<file path="src/rtl/pattern_pwm_array.sv">
// N-channel pattern PWM engine: each channel serialises its own pattern MSB first with
// programmable bit duration, inter-burst gap and burst count; channel 0 also drives a DAC word.
module pattern_pwm_array #(
  parameter int unsigned _NUM_CHANNELS = 4,
  parameter int unsigned _PAT_WIDTH    = 16,
  parameter int unsigned _DAC_WIDTH    = 8,
  parameter int unsigned _CNT_WIDTH    = 16
) (
  input  logic                     sys_clk,
  input  logic                     sys_rst_n,
  input  logic                     cfg_wr,
  input  logic [7:0]               cfg_ch,
  input  logic [7:0]               cfg_duty,
  input  logic [_CNT_WIDTH-1:0]    cfg_dessert,
  input  logic [7:0]               cfg_pulse_num,
  input  logic [_PAT_WIDTH-1:0]    cfg_pat,
  input  logic [_DAC_WIDTH-1:0]    cfg_dac_level,
  input  logic [_NUM_CHANNELS-1:0] start,
  input  logic [_NUM_CHANNELS-1:0] stop,
  output logic [_NUM_CHANNELS-1:0] pwm_out,
  output logic [_NUM_CHANNELS-1:0] busy,
  output logic [_NUM_CHANNELS-1:0] valid,
  output logic                     cfg_err,
  output logic [_DAC_WIDTH-1:0]    dac_data
);

  localparam int unsigned IdxW = $clog2(_PAT_WIDTH);
  localparam logic [IdxW-1:0] IdxMsb = IdxW'(_PAT_WIDTH - 1);

  typedef enum logic [1:0] {StIdle, StPat, StGap} state_e;

  logic [_NUM_CHANNELS-1:0] accept;
  logic [_NUM_CHANNELS-1:0] start_err;
  logic [_DAC_WIDTH-1:0]    dac_level_q, a_dac_q, dac_q;
  logic                     cfg_err_q;

  for (genvar gi = 0; gi < _NUM_CHANNELS; gi++) begin : g_ch
    logic                  wr_sel;
    logic [7:0]            duty_q, a_duty_q;
    logic [_CNT_WIDTH-1:0] dessert_q, a_dessert_q;
    logic [7:0]            pnum_q, a_pnum_q;
    logic [_PAT_WIDTH-1:0] pat_q, a_pat_q, a_pat_d;
    state_e                state_q, state_d;
    logic [IdxW-1:0]       idx_q, idx_d;
    logic [7:0]            dcnt_q, dcnt_d;
    logic [7:0]            bcnt_q, bcnt_d;
    logic [_CNT_WIDTH-1:0] gcnt_q, gcnt_d;
    logic                  pwm_q, pwm_d;
    logic                  valid_q, valid_d;
    logic                  err_d;

    assign wr_sel     = cfg_wr && (cfg_ch == 8'(gi));
    assign accept[gi] = start[gi] && !stop[gi] && (state_q == StIdle) && (duty_q != 8'd0);
    // The active copy is taken from the configuration registers only on an accepted start.
    assign a_pat_d    = accept[gi] ? pat_q : a_pat_q;

    always_comb begin
      state_d = state_q;
      idx_d   = idx_q;
      dcnt_d  = dcnt_q;
      bcnt_d  = bcnt_q;
      gcnt_d  = gcnt_q;
      valid_d = 1'b0;
      err_d   = 1'b0;
      if (stop[gi]) begin
        state_d = StIdle;
      end else begin
        unique case (state_q)
          StIdle: begin
            if (accept[gi]) begin
              state_d = StPat;
              idx_d   = IdxMsb;
              dcnt_d  = 8'd0;
              bcnt_d  = 8'd0;
            end else if (start[gi]) begin
              err_d = 1'b1;
            end
          end
          StPat: begin
            if (dcnt_q == a_duty_q - 8'd1) begin
              dcnt_d = 8'd0;
              if (idx_q == '0) begin
                bcnt_d = bcnt_q + 8'd1;
                if ((a_pnum_q != 8'd0) && (bcnt_d == a_pnum_q)) begin
                  state_d = StIdle;
                  valid_d = 1'b1;
                end else if (a_dessert_q == '0) begin
                  idx_d = IdxMsb;
                end else begin
                  state_d = StGap;
                  gcnt_d  = '0;
                end
              end else begin
                idx_d = idx_q - 1'b1;
              end
            end else begin
              dcnt_d = dcnt_q + 8'd1;
            end
          end
          StGap: begin
            if (gcnt_q == a_dessert_q - 1'b1) begin
              state_d = StPat;
              idx_d   = IdxMsb;
              dcnt_d  = 8'd0;
            end else begin
              gcnt_d = gcnt_q + 1'b1;
            end
          end
          default: state_d = StIdle;
        endcase
      end
      pwm_d = (state_d == StPat) ? a_pat_d[idx_d] : 1'b0;
    end

    always_ff @(posedge sys_clk) begin
      if (!sys_rst_n) begin
        duty_q      <= '0;
        dessert_q   <= '0;
        pnum_q      <= '0;
        pat_q       <= '0;
        a_duty_q    <= '0;
        a_dessert_q <= '0;
        a_pnum_q    <= '0;
        a_pat_q     <= '0;
        state_q     <= StIdle;
        idx_q       <= '0;
        dcnt_q      <= '0;
        bcnt_q      <= '0;
        gcnt_q      <= '0;
        pwm_q       <= 1'b0;
        valid_q     <= 1'b0;
      end else begin
        if (wr_sel) begin
          duty_q    <= cfg_duty;
          dessert_q <= cfg_dessert;
          pnum_q    <= cfg_pulse_num;
          pat_q     <= cfg_pat;
        end
        if (accept[gi]) begin
          a_duty_q    <= duty_q;
          a_dessert_q <= dessert_q;
          a_pnum_q    <= pnum_q;
        end
        a_pat_q <= a_pat_d;
        state_q <= state_d;
        idx_q   <= idx_d;
        dcnt_q  <= dcnt_d;
        bcnt_q  <= bcnt_d;
        gcnt_q  <= gcnt_d;
        pwm_q   <= pwm_d;
        valid_q <= valid_d;
      end
    end

    assign pwm_out[gi]   = pwm_q;
    assign busy[gi]      = (state_q != StIdle);
    assign valid[gi]     = valid_q;
    assign start_err[gi] = err_d;
  end

  always_ff @(posedge sys_clk) begin
    if (!sys_rst_n) begin
      dac_level_q <= '0;
      a_dac_q     <= '0;
      dac_q       <= '0;
      cfg_err_q   <= 1'b0;
    end else begin
      if (cfg_wr && (cfg_ch == 8'd0)) begin
        dac_level_q <= cfg_dac_level;
      end
      if (accept[0]) begin
        a_dac_q <= dac_level_q;
      end
      dac_q     <= pwm_out[0] ? a_dac_q : '0;
      cfg_err_q <= (cfg_wr && (cfg_ch >= 8'(_NUM_CHANNELS))) || (|start_err);
    end
  end

  assign dac_data = dac_q;
  assign cfg_err  = cfg_err_q;

endmodule

</file>
<file path="config.mk">
export PLATFORM = sky130hd
export DESIGN_NAME = pattern_pwm_array
export DESIGN_NICKNAME = d
export VERILOG_FILES = /design/src/rtl/pattern_pwm_array.sv
export SDC_FILE = /design/constraint.sdc
export NUM_CORES = 1
export LEC_CHECK = 0
export CORE_ASPECT_RATIO = 1.4
export CORE_MARGIN = 2
export CORE_UTILIZATION = 64
export CTS_BUF_LIST = sky130_fd_sc_hd__clkbuf_8
export DETAILED_ROUTE_END_ITERATION = 10
export PLACE_DENSITY = 0.83
export SYNTH_ARGS = -nofsm -noshare
export SYNTH_HDL_FRONTEND = slang
export SYNTH_SLANG_ARGS = --single-unit
export TNS_END_PERCENT = 10
</file>
<file path="constraint.sdc">
create_clock -name sys_clk -period 5.4 [get_ports sys_clk]
set_clock_uncertainty 0.1 [all_clocks]
set_input_delay 1.08 -clock sys_clk [delete_from_list [all_inputs] [get_ports sys_clk]]
set_output_delay 1.08 -clock sys_clk [all_outputs]
set_load 0.05 [all_outputs]
</file>
# Yosys cells after proc, flatten, opt, wreduce, memory -nomap -nowiden
# Index checks and enable logic that the tools add are counted.
# Widths: inputs -> output; s select.
dict set report word_totals {
  reg_bits 569
  input_bits 75
  out_inout_bits 21
  wordCells 398
}
dict set report op_classes {
  addsub 24
  order_cmp 5
  n_eq_ne 55
  muxes 148
  n_bitwise 17
  n_reduce_logical 85
}
# cell count
set op_table {}
lappend op_table {{$mux 16} 24}
lappend op_table {{$mux 8} 20}
lappend op_table {{$pmux 16 s2} 4}
lappend op_table {{$mux 4} 28}
lappend op_table {{$pmux 8 s3} 4}
lappend op_table {{$add 16x1->16 const B} 4}
lappend op_table {{$add 8x1->8 const B} 8}
lappend op_table {{$eq 16x16->1} 4}
lappend op_table {{$eq 8x8->1} 8}
lappend op_table {{$logic_not 16->1} 4}
lappend op_table {{$pmux 8 s2} 4}
lappend op_table {{$reduce_bool 8->1} 8}
lappend op_table {{$sub 16x1->16 const B} 4}
lappend op_table {{$mux 2} 28}
lappend op_table {{$ne 2x2->1 const B} 28}
lappend op_table {{$pmux 4 s3} 4}
lappend op_table {{$sub 8x1->8 const B} 4}
lappend op_table {{$reduce_and 7->1} 4}
lappend op_table {{$mux 1} 24}
lappend op_table {{$pmux 2 s3} 4}
lappend op_table {{$reduce_bool 2->1} 12}
lappend op_table {{$logic_and 1x1->1} 21}
lappend op_table {{$lt 4x5->1 const B} 4}
lappend op_table {{$reduce_and 5->1} 4}
lappend op_table {{18 further kinds} 73}

# Longest topological paths before layout
dict set report depth {
  ltp_word 10
  ltp_mapped 16
  mapped_depth_nobuf 13
}

# Worst setup path before layout
# Ideal clock, no wire load.
dict set report synth_timing {
  path_kind {register -> register}
  from {register g_ch[2].a_dessert_q[0]}
  to {register g_ch[2].pwm_q}
  setup_ns 0.119
  arrival_time_ns 3.612
  t_required_ns 5.181
  setup_slack_ns 1.569
  path_stages_with_launch 16
  path_buffers 2
  synth_period_minus_slack_ns 3.831
  path_cell_list {dfxtp_1 -> clkbuf_1 -> inv_1 -> ha_1 -> clkbuf_1 -> nor2b_1 -> nand4b_1 -> or4b_1 -> o211ai_1 -> o221ai_1 -> o31ai_1 -> a311oi_1 -> a211oi_4 -> mux4_2 -> a21o_1 -> o221a_2}
}
dict set report synth_between {
  elab_chain_len 9
  word_cells_on_any_way 21
  classes_between {add/sub (1); eq/ne (2); mux (16); reduce/logical (2)}
}
# element line_no
set synth_rtl {}
lappend synth_rtl {{from (decl)} 40} ;# logic [_CNT_WIDTH-1:0] dessert_q, a_dessert_q;
lappend synth_rtl {{from (signal assigned)} 141} ;# a_dessert_q <= dessert_q;
lappend synth_rtl {{branches (longest 9 deep; another with $sub 16x1->16)} -}
lappend synth_rtl {{to (signal assigned)} 150} ;# pwm_q <= pwm_d;
lappend synth_rtl {{to (decl)} 48} ;# logic pwm_q, pwm_d;
# Parallel ways; which one is timed is not known. The select of a mux whose other input is x is not followed.
# A chain may end at the register's enable or synchronous reset.

# Worst setup path after layout
dict set report layout_timing {
  from {register g_ch[3].a_dessert_q[0]}
  to {register g_ch[3].pwm_q}
}
dict set report layout_between {
  elab_chain_len 9
  word_cells_on_any_way 21
  classes_between {add/sub (1); eq/ne (2); mux (16); reduce/logical (2)}
}
# element line_no
set layout_rtl {}
lappend layout_rtl {{from (decl)} 40}
lappend layout_rtl {{from (signal assigned)} 141}
lappend layout_rtl {{branches (longest 9 deep; another with $sub 16x1->16)} -}
lappend layout_rtl {{to (signal assigned)} 150}
lappend layout_rtl {{to (decl)} 48}
# Parallel ways; which one is timed is not known. The select of a mux whose other input is x is not followed.

==> summary.txt <==
Status
  – Outcome: complete, no violations

Global route
  – Largest net degree at the start of global routing: 111
  – Wire length of the first global-routing pass: ~120000 microns
  – Vias in the first global route: between 20000 and 25000
  – GR Overflow Total: 0
  – GRT Overall Usage: about 34%
  – Antenna violations before repair: 2

Job
  – Total of max-cap violations: 0

STA
  – Fmax: around 0.22 GHz
  – Worst slew pin tran: 1.195 ns
  – Final Critical Period: 4.611 ns
  – RSZ-0062 raised after global routing: no
  – Final Hold Viols: 0
  – Max Transition Viols Final: 0
  – Setup TNS: 0 ns
  – # setup viols final: 0
  – Rel. slew slack: between 15 and 20%
  – Fin crit share: 85.38%

Synthesis
  – Area contributors post-synth: dfxtp_1 (42%), nand2_1 (13%), a21oi_1 (9.1%)
  – Area share of the largest cell type after synthesis: 42.31%
  – Number of flops mapped to enable cells by yosys: 0
  – Mapped Area: 0.02692 sq mm
  – Synthesized area per cell: 7.729 sq um
  – Seq/Total Area, Yosys: 42.31%
  – Flop and latch count out of synthesis: 569
  – Cells after synthesis: about 3500
  – Synth cell types: 100
  – Net Count, Synth: ~3600
  – Ys async rst share: 0%
  – YS warnings: 0
  – Synth area leader: dfxtp_1
  – Top FF cell, synth: dfxtp_1

Die
  – Die width: between 150 and 200 microns
  – Cell row count: 88
  – Die area: 0.04374 sq mm
  – Effective utilization at floorplan: 65.03%
  – Core area: approximately 0.041 sq mm
  – Die Y: between 200 and 250 microns
  – I/O pin count: 96

Clocking
  – # clock sinks: around 570
  – CTS tree: built
  – CTS root buffer: clkbuf_8
  – CTS hold repair buffers: 0
  – Clock Latency Late Sink: 0.70 ns
  – Worst-path clk slew: 0.06 ns
  – H-tree Lvls: 3
  – Max Root-Sink Buffers: 3
  – Post-CTS Resized: 0
  – Post-CTS setup buffers: 0
  – Total CTS buffers: 87

Pwr
  – Pwr dens: around 270 mW/mm^2
  – Pleak: 10.48 nW
  – Comb pwr share: 3.3%
  – Seq pwr share: roughly half
  – Clk pwr share: 45.0%
  – Peak supply drop: 0.0002015 V
  – Switch Pwr: 1.944 mW
  – Pint: between 6 and 7 mW
  – Switching share of power: 23.90%

Worst setup path
  – Crit path arrival time: between 5 and 6 ns
  – CP required: about 5.9 ns
  – Crit Path Category: reg -> reg
  – Worst setup SP type: flip-flop
  – Crit. End Element: flip-flop
  – CP Max Fanout: 8

Drt
  – Routed Antenna Nets: 0
  – DR vias/cell: roughly 6
  – WL per Instance: 18.16 microns
  – DRT iter0 DRCs: 1948
  – DR pass1 iterations: 6
  – DR vias: 24760
  – Total wire length: 74370 microns
  – DR DRC count: 0

Place
  – Port-buffer cells: 95
  – Routability cong.: slightly below 1
  – DP HPWL: 50430 microns

Cells and area
  – Area added between synthesis and finish: 11.06%
  – Fin nets: 3588
  – Share of post-route cells with drive strength above 1: 6.869%
  – Core Util, Final: slightly above 70%

Hold path
  – Worst hold path class: reg -> reg
==> path summary, 6_finish.rpt <==
kind / start / cells after the start / endpoint / slack, ns
max: g_ch[3].a_dessert_q[0]$_SDFFE_PN0P_ / 12 / g_ch[3].pwm_q$_SDFF_PN0_ / 0.79
min: g_ch[1].dessert_q[0]$_SDFFE_PN0P_ / 2 / g_ch[1].a_dessert_q[0]$_SDFFE_PN0P_ / 0.35
max reg2reg: g_ch[3].a_dessert_q[0]$_SDFFE_PN0P_ / 12 / g_ch[3].pwm_q$_SDFF_PN0_ / 0.79
min reg2reg: g_ch[1].dessert_q[0]$_SDFFE_PN0P_ / 2 / g_ch[1].a_dessert_q[0]$_SDFFE_PN0P_ / 0.35
==> metrics by stage <==
stage | power (mW) | cell area [sq um] | std cells | setup WS, ns | hold WS, ns
floorplan | 4.389 | 26920 | 3483 | 1.569 | 0.3319
global route | 8.354 | 29890 | 4093 | 0.5505 | 0.3626
global placement | 4.553 | 28120 | 3940 | 1.079 | 0.3365
detailed placement | 4.555 | 28120 | 3940 | 0.9736 | 0.3430
CTS | 8.153 | 29890 | 4092 | 0.9864 | 0.3504
finish | 8.131 | 29900 | 4096 | 0.7894 | 0.3475
==> state kept, by name, summed over array words and instances (netlist names), 16 cells and up <==
register,count
g_ch.duty_q,32
g_ch.idx_q,16
g_ch.a_pat_q,64
g_ch.pat_q,64
g_ch.pnum_q,32
g_ch.a_dessert_q,64
g_ch.bcnt_q,32
g_ch.dessert_q,64
g_ch.a_duty_q,32
g_ch.a_pnum_q,32
g_ch.gcnt_q,64
g_ch.dcnt_q,32
==> synth_stat cells (9+ instances only) <==
| library cell | instances |
|---|---|
| xor2_1 | 111 |
| a22oi_1 | 16 |
| and3_1 | 45 |
| o21ai_0 | 70 |
| buf_1 | 12 |
| dfxtp_1 | 569 |
| nand4_1 | 35 |
| or3_1 | 43 |
| ha_1 | 24 |
| nor3b_1 | 15 |
| xnor2_1 | 104 |
| inv_1 | 56 |
| mux2i_1 | 37 |
| mux2_2 | 11 |
| nand2_1 | 897 |
| nand3_1 | 70 |
| a21o_1 | 10 |
| and2_1 | 20 |
| o2111ai_1 | 10 |
| a211oi_1 | 12 |
| o31ai_1 | 12 |
| a21oi_1 | 491 |
| a31oi_1 | 18 |
| nor2_1 | 221 |
| o211ai_1 | 15 |
| clkbuf_1 | 186 |
| buf_4 | 9 |
| nand2b_1 | 27 |
| or2_2 | 10 |
| and4_1 | 11 |
| nor4b_1 | 10 |
| o21ai_1 | 9 |
| nand3b_1 | 17 |
| nor3_1 | 69 |
| or4_1 | 23 |
| nor2b_1 | 14 |
| nor4_1 | 30 |
==> cell usage in the layout, fill, tap and decap left out, types with 69 or more instances in the layout <==
| cell type | netlist | routed |
|---|---|---|
| a21oi_1 | 491 | 491 |
| clkbuf_8 | 0 | 108 |
| clkdlybuf4s50_1 | 0 | 95 |
| dfxtp_1 | 569 | 569 |
| inv_1 | 56 | 70 |
| nand2_1 | 897 | 896 |
| nand3_1 | 70 | 70 |
| nor2_1 | 221 | 219 |
| o21ai_0 | 70 | 69 |
| xnor2_1 | 104 | 104 |
| xor2_1 | 111 | 111 |
==> worst max-delay path, cell delays in order (launching register included) <==
cell and delay [ns]:
dfxtp_1 0.37, inv_1 0.09, ha_1 0.29, nor4b_1 0.69, a41oi_1 0.21, a2111oi_1 0.81, nand4_1 0.36, o311ai_1 0.29
a21oi_1 0.19, nor2_2 0.36, mux2_2 0.39, o41ai_1 0.27, nor4b_1 0.09
==> final cells by class <==
type / count / area (sq um)
diodes: 4 / 10.01
fillers: 3287 / 11500
inverters: 57 / 221.5
well taps: 540 / 675.6
repair buffers: 128 / 1249
flip-flops and latches: 569 / 11390
multi-input cells: 2646 / 14590
clock inverters: 44 / 277.8
clock buffers: 108 / 1486
==> cells by family after synthesis <==
group           count (synthesis)  share of synthesized area (%)
compound gates                769                          16.83
xor+xnor                      217                          7.167
fa+ha+maj                      24                          1.115
buf+inv                       268                          3.904
flops                         569                          42.31
mux                            50                          2.003
simple gates                 1586                          26.67
==> power by group through the flow <==
| stage | Combinational, mW | Sequential, mW | Clock, mW |
|---|---|---|---|
| 3_3_place_gp | 0.257 | 4.30 | 0 |
| 4_1_cts | 0.260 | 4.20 | 3.69 |
| 2_1_floorplan | 0.0916 | 4.30 | 0 |
| 5_1_grt | 0.273 | 4.20 | 3.88 |
| 6_report | 0.268 | 4.20 | 3.66 |
| 3_5_place_dp | 0.259 | 4.30 | 0 |
==> metal layers <==
| metal | wire length (microns) | GRT usage [%] |
|---|---|---|
| met1 | 28660 | 39.97 |
| met2 | 35900 | 57.74 |
| met3 | 5482 | 5.627 |
| met4 | 4321 | 20.44 |
| met5 | 0 | 0 |
No activity file was read; power rests on OpenSTA's default activity.
